$ cat config.mk
export PLATFORM = sky130hd
export DESIGN_NAME = spi_reg_ctrl
export DESIGN_NICKNAME = d
export VERILOG_FILES = /design/src/rtl/spi_reg_ctrl.sv
export SDC_FILE = /design/constraint.sdc
export NUM_CORES = 1
export LEC_CHECK = 0
export ABC_CLOCK_PERIOD_IN_PS = 1710
export CAP_MARGIN = 20
export CORE_UTILIZATION = 41
export CTS_CLUSTER_SIZE = 16
export DETAILED_ROUTE_END_ITERATION = 8
export PLACE_DENSITY = 0.83
export SYNTH_ARGS = -nofsm -noshare
export SYNTH_HDL_FRONTEND = slang
export SYNTH_SLANG_ARGS = --single-unit
$ cat constraint.sdc
create_clock -name clk -period 1.71 [get_ports clk]
set_input_delay 0.342 -clock clk [delete_from_list [all_inputs] [get_ports clk]]
set_output_delay 0.342 -clock clk [all_outputs]
set_load 0.05 [all_outputs]
$ cat src/rtl/spi_reg_ctrl.sv
// spi_reg_ctrl: SPI byte stream to register-file bridge with command decode,
// address auto-increment, read staging and chip-select abort.
module spi_reg_ctrl #(
    parameter int ADDR_W   = 6,
    parameter int NUM_REGS = 16
) (
    input  logic              clk,
    input  logic              rst_n,
    input  logic              cs_n,
    input  logic              byte_sync,
    input  logic [7:0]        data_in,
    output logic [7:0]        data_out,
    output logic [ADDR_W-1:0] reg_addr,
    output logic [7:0]        reg_wdata,
    output logic              reg_we,
    output logic              reg_re,
    input  logic [7:0]        reg_rdata,
    input  logic              err_clr,
    output logic              err
);
    typedef enum logic [2:0] {IDLE, WR_DATA, RD_ISSUE, RD_CAP, RD_DATA} state_t;

    state_t            state_q, state_d;
    logic              cs_meta_q, cs_sync_q;
    logic [ADDR_W-1:0] addr_q, addr_d;
    logic [7:0]        dout_q, dout_d, wdata_q, wdata_d;
    logic              we_q, we_d, inc_q, inc_d, err_q, err_d, err_set;
    logic              cs_act, addr_ok;

    assign cs_act  = ~cs_sync_q;
    assign addr_ok = int'(addr_q) < NUM_REGS;

    always_ff @(posedge clk or negedge rst_n) begin
        if (!rst_n) begin
            state_q   <= IDLE;
            cs_meta_q <= 1'b1;
            cs_sync_q <= 1'b1;
            addr_q    <= '0;
            dout_q    <= 8'h00;
            wdata_q   <= 8'h00;
            we_q      <= 1'b0;
            inc_q     <= 1'b0;
            err_q     <= 1'b0;
        end else begin
            state_q   <= state_d;
            cs_meta_q <= cs_n;
            cs_sync_q <= cs_meta_q;
            addr_q    <= addr_d;
            dout_q    <= dout_d;
            wdata_q   <= wdata_d;
            we_q      <= we_d;
            inc_q     <= inc_d;
            err_q     <= err_d;
        end
    end

    // A write increments the address one cycle after the strobe, so the
    // strobe cycle still presents the address that was written.
    always_comb begin
        state_d = state_q;
        addr_d  = inc_q ? addr_q + 1'b1 : addr_q;
        dout_d  = dout_q;
        wdata_d = wdata_q;
        we_d    = 1'b0;
        inc_d   = 1'b0;
        err_set = 1'b0;
        if (!cs_act) begin
            state_d = IDLE;
        end else begin
            case (state_q)
                IDLE: if (byte_sync) begin
                    addr_d  = data_in[ADDR_W-1:0];
                    state_d = data_in[7] ? WR_DATA : RD_ISSUE;
                end
                WR_DATA: if (byte_sync) begin
                    inc_d   = 1'b1;
                    we_d    = addr_ok;
                    wdata_d = data_in;
                    err_set = ~addr_ok;
                end
                RD_ISSUE: begin
                    err_set = byte_sync;
                    state_d = RD_CAP;
                end
                RD_CAP: begin
                    dout_d  = addr_ok ? reg_rdata : 8'h00;
                    err_set = ~addr_ok | byte_sync;
                    state_d = RD_DATA;
                end
                RD_DATA: if (byte_sync) begin
                    addr_d  = addr_q + 1'b1;
                    state_d = RD_ISSUE;
                end
                default: state_d = IDLE;
            endcase
        end
        err_d = err_set | (err_q & ~err_clr);
    end

    assign data_out  = dout_q;
    assign reg_addr  = addr_q;
    assign reg_wdata = wdata_q;
    assign reg_we    = we_q;
    assign reg_re    = cs_act && state_q == RD_ISSUE && addr_ok;
    assign err       = err_q;
endmodule
# Yosys cells after proc, flatten, opt, wreduce, memory -nomap -nowiden
# Index checks and enable logic that the tools add are counted.
# word_totals
ff_bits,30
out_inout_bits,25
wordCells,50
inputBits,21
# op_classes
mux,20
bitwise_logic,6
magnitude_cmp,1
addsub,1
n_eq_ne,7
n_reduce_logical,6
# ops
op,count
6-bit 2-to-1 mux,4
3-bit case mux with 5 select lines,1
6-bit case mux with 2 select lines,1
3-bit 2-to-1 mux,3
1-bit 2-to-1 mux,8
8-bit 2-to-1 mux,1
6-bit by 1-bit adder with 6-bit output (second input constant),1
3-bit by 2-bit equality test with 1-bit output (second input constant),2
6-bit by 5-bit < comparator with 1-bit output (second input constant),1
3-bit inequality test (second input constant),2
3-bit AND reduction,2
3-bit by 1-bit equality test with 1-bit output (second input constant),1
3-bit equality test (second input constant),1
3-bit logical NOT,1
1-bit NOT,3
1-bit case mux with 3 select lines,1
1-bit logical AND,2
2-bit 2-to-1 mux,1
2-bit inequality test (second input constant),1
1-bit bitwise OR,2
2-bit AND reduction,1
1-bit AND,1

# Depth between registers and ports, before layout
# logic_depth
ltp_word,6
mapped_depth,6
mapped_depth_nobuf,5

# Worst setup path after synthesis
# OpenSTA, ideal clock, no wires.
# synth_timing
kind,register to output
startpoint,register addr_q[4] (netlist: reg_addr[4])
endpoint,output port reg_re
path_buffers,1
required_time_ns,1.368
setup_slack_ns,-1.233
arrival_time_ns,2.601
stages_incl_launch_ff,4
path_cell_list,dfrtp_1 -> clkbuf_1 -> or2_2 -> nor4_1
# synth_via
elab_chain_cells,2
# synth_rtl
element,line_no,source
"start, declared",25,"logic [ADDR_W-1:0] addr_q, addr_d;"
"start signal, assigned",48,addr_q <= addr_d;
6-bit by 5-bit < comparator with 1-bit output,31,assign addr_ok = int'(addr_q) < NUM_REGS;
1-bit logical AND,104,assign reg_re = cs_act && state_q == RD_ISSUE && addr_ok;
"end, declared",16,"output logic reg_re,"
# No other way between the ends.

# Final worst setup path
# layout_timing
startpoint,register addr_q[5] (netlist: reg_addr[5])
endpoint,output port reg_re
# Same word-level chain as after synthesis.

==> impl_metrics.csv <==
group,metric,value,unit
timing,tightest_slew,0.487,ns
die,core_area,0.00342,sq mm
hold_path,hold_path.class,"reg2reg",
logic_synthesis,synthDistinctLibCells,38,
placed_design,place_ws,-0.169,ns
logic_synthesis,synth-xor-area-share,0.0294,
run,drv_cap,0,
die,die_x,62.3,microns
drt,first_pass_iters,4,
logic_synthesis,synthMuxAreaShare,0.0671,
logic_synthesis,syn-cell-area,0.00149,sq mm
timing,rsz0062_at_grt,"true",
finish,final_cell_mix,"buf_4, dfrtp_1, nand2_1",
global_routing,antenna_found_initial,0,
power,cellPowerDensity,1570,mW/mm^2
placed_design,portBuffers,45,
drt,drc,0,
drt,topRoutingLayerUsed,"met4",
power,clkPwrFrac,0.132,
global_routing,grtUsageTotal,0.191,
placed_design,place_congestion,0.835,
finish,syn2layout_area_growth,38.9,%
logic_synthesis,seq_area_frac_synth,0.505,
drt,wl_per_cell,14.1,microns
power,swShare,0.466,
power,netSwitchingPower,1.51,mW
timing,fmax,571,MHz
die,fp-row-count,21,
run_status,status,"finished with violations",
run_status,violations,"negative setup slack",
cts,cts-root-buf,"clkbuf_4",
logic_synthesis,synth_nets,166,
timing,clock_skew,0.0118,ns
worst_setup_path,critPathRequiredTime,1.37,ns
finish,fillers,298,
logic_synthesis,syn_avg_cell_area,10.4,sq um
cts,htree_levels,2,
finish,num_antenna_cells,0,
power,seqPwrFrac,0.341,
power,p_leak,0.924,nW
die,fp.dieH,62.3,microns
timing,hold_violations,0,
drt,wl_met3,163,microns
logic_synthesis,synthAdderAreaFrac,0.00839,
finish,drive_gt1_frac,0.345,
logic_synthesis,synth_compound_area_frac,0.141,
timing,min_period,1.75,ns
worst_setup_path,cp_max_fo,6,
die,start_util,0.437,
drt,drt_iter0_drc,44,
power,p_total,3.25,mW
worst_setup_path,critPathLaunchType,"flop",
logic_synthesis,synth-simple-area-share,0.180,
global_routing,grt_max_degree,31,
global_routing,grt_overflow,0,
global_routing,grt_pass1_vias,1282,
timing,timing.final.crit_share,1.02,
drt,met1_length,1470,microns
power,ir_drop,808,uV
logic_synthesis,synth_cells,144,
drt,ant_nets,0,
timing,timing.final.ws_setup,-0.0416,ns
drt,dr_wl_met2,1790,microns
worst_setup_path,arrival,1.41,ns
logic_synthesis,synth_top_family_by_area,"simple AND/OR/NAND/NOR gates",
die,io_pins,46,
timing,setup_viol_count_final,1,
timing,fin_tns_setup,-0.0416,ns
finish,final_cell_area,0.00207,sq mm
worst_setup_path,path_class,"reg2out",
worst_setup_path,endpoint_kind,"primary output",
finish,final_util,0.607,
placed_design,dpl_cell_area,0.00198,sq mm
cts,tritoncts,"done",
finish,finish.net_count,221,
drt,post_drt_via_cell_ratio,5.17,
logic_synthesis,synth-warning-count,0,
drt,routed_wl,3480,microns
logic_synthesis,ys_seq_elements,30,
die,dieArea,0.00388,sq mm
cts,clock_path_buffers,2,
cts,cts_sinks,30,
cts,clock_latency,0.32,ns
cts,cts_made_buffers,5,
global_routing,grt_pass1_wl,5830,microns
finish,final_common_cell,"buf_4",
power,power.share.combinational,0.526,
timing,slew-limit-headroom,0.675,
drt,vias,1273,
timing,slew_violations,0,
placed_design,post-dp-hpwl,2550,microns
power,p_int,1.73,mW
cts,clkSlewWorstSetupHoldPaths,0.08,ns
## metal layers
metal	vias to the layer above	global-route usage
met5	-	0
met4	0	0.0785
met3	5	0.0478
met2	36	0.327
met1	619	0.228
li1	613	-
## sequential cells by signal (all words and copies together), names as in the netlist
signal	count
data_out	8
reg_wdata	8
reg_addr	6
state_q	3
cs_meta_q	1
cs_sync_q	1
err	1
inc_q	1
reg_we	1
## power groups by stage
stage | sequential [mW] | clock (mW) | combinational, mW
4_1_cts | 1.11 | 0.444 | 1.71
3_5_place_dp | 1.12 | 0 | 1.70
2_1_floorplan | 1.77 | 0 | 0.475
3_3_place_gp | 1.10 | 0 | 1.66
6_report | 1.11 | 0.430 | 1.71
5_1_grt | 1.14 | 0.476 | 1.80
## cells in the mapped netlist (all sizes together)
cell / n / area, sq um
a21o: 2 / 16.3
a21oi: 4 / 20.0
a22oi: 1 / 7.51
a31o: 1 / 8.76
a41oi: 1 / 8.76
and4: 1 / 10.0
buf: 4 / 45.0
clkbuf: 6 / 42.5
dfrtp: 28 / 701
dfstp: 2 / 52.6
ha: 1 / 12.5
inv: 4 / 15.0
mux2: 8 / 90.1
mux2i: 1 / 10.0
nand2: 23 / 86.3
nand2b: 2 / 12.5
nand3: 4 / 20.0
nand4: 3 / 18.8
nand4b: 1 / 8.76
nor2: 9 / 36.3
nor2b: 2 / 12.5
nor3: 4 / 20.0
nor4: 1 / 6.26
nor4b: 1 / 23.8
o2111ai: 1 / 8.76
o211ai: 2 / 15.0
o21a: 1 / 7.51
o21ai: 13 / 65.1
o22ai: 3 / 18.8
o32ai: 3 / 33.8
or2: 1 / 6.26
or3: 1 / 7.51
xnor2: 3 / 26.3
xor2: 2 / 17.5
## worst max-delay path, stage by stage (launching register included)
cell and delay, ns:
dfrtp_2 0.45, or2_4 0.28, nor4_4 0.19, buf_12 0.18
## worst paths after layout
| path | start | to | slack [ns] | cells past startpoint |
|---|---|---|---|---|
| setup / recovery | reg_addr[5] | reg_re | -0.04 | 3 |
| setup reg to reg | state_q[0] | reg_addr[0] | 0.09 | 5 |
| hold reg to reg | cs_meta_q | cs_sync_q | 0.36 | 0 |
| min in group asynchronous | rst_n | state_q[1] | 0.41 | 2 |
| hold / removal | cs_meta_q | cs_sync_q | 0.36 | 0 |
| max in group asynchronous | rst_n | cs_sync_q | 0.98 | 2 |
## layout make-up
cell class,instances,area [sq um],share of cell area
flip-flops and latches,30,758,0.366
multi-input cells,100,658,0.318
repair buffers,58,523,0.252
well taps,46,57.6,0.0278
clock buffers,7,55.1,0.0266
inverters,4,15.0,0.00725
clock inverters,1,5.00,0.00242
## metrics by stage
| step | hold slack (ns) | instances |
|---|---|---|
| CTS | 0.359 | 245 |
| global route | 0.361 | 246 |
| global placement | 0.346 | 235 |
| finish | 0.358 | 246 |
| floorplan | 0.0464 | 144 |
| detailed placement | 0.347 | 235 |
## logic make-up (layout without fill, tap and decap cells)
logic type	after synthesis	count (layout)
xor gates and xnor gates	5	5
AOI/OAI and AO/OA	32	32
muxes	9	9
and+or+nand+nor	53	53
buffers and inverters	14	70
adders and majority gates	1	1
DFF	30	30
## what timing repair did
item,CTS,global route
pin swaps,0,1
endpoints found under the setup margin,1,3
gates cloned,0,0
setup buffers,2,1
gates resized for setup,2,1
hold buffers,0,0
Note: power is estimated with default switching activity, not from simulation.
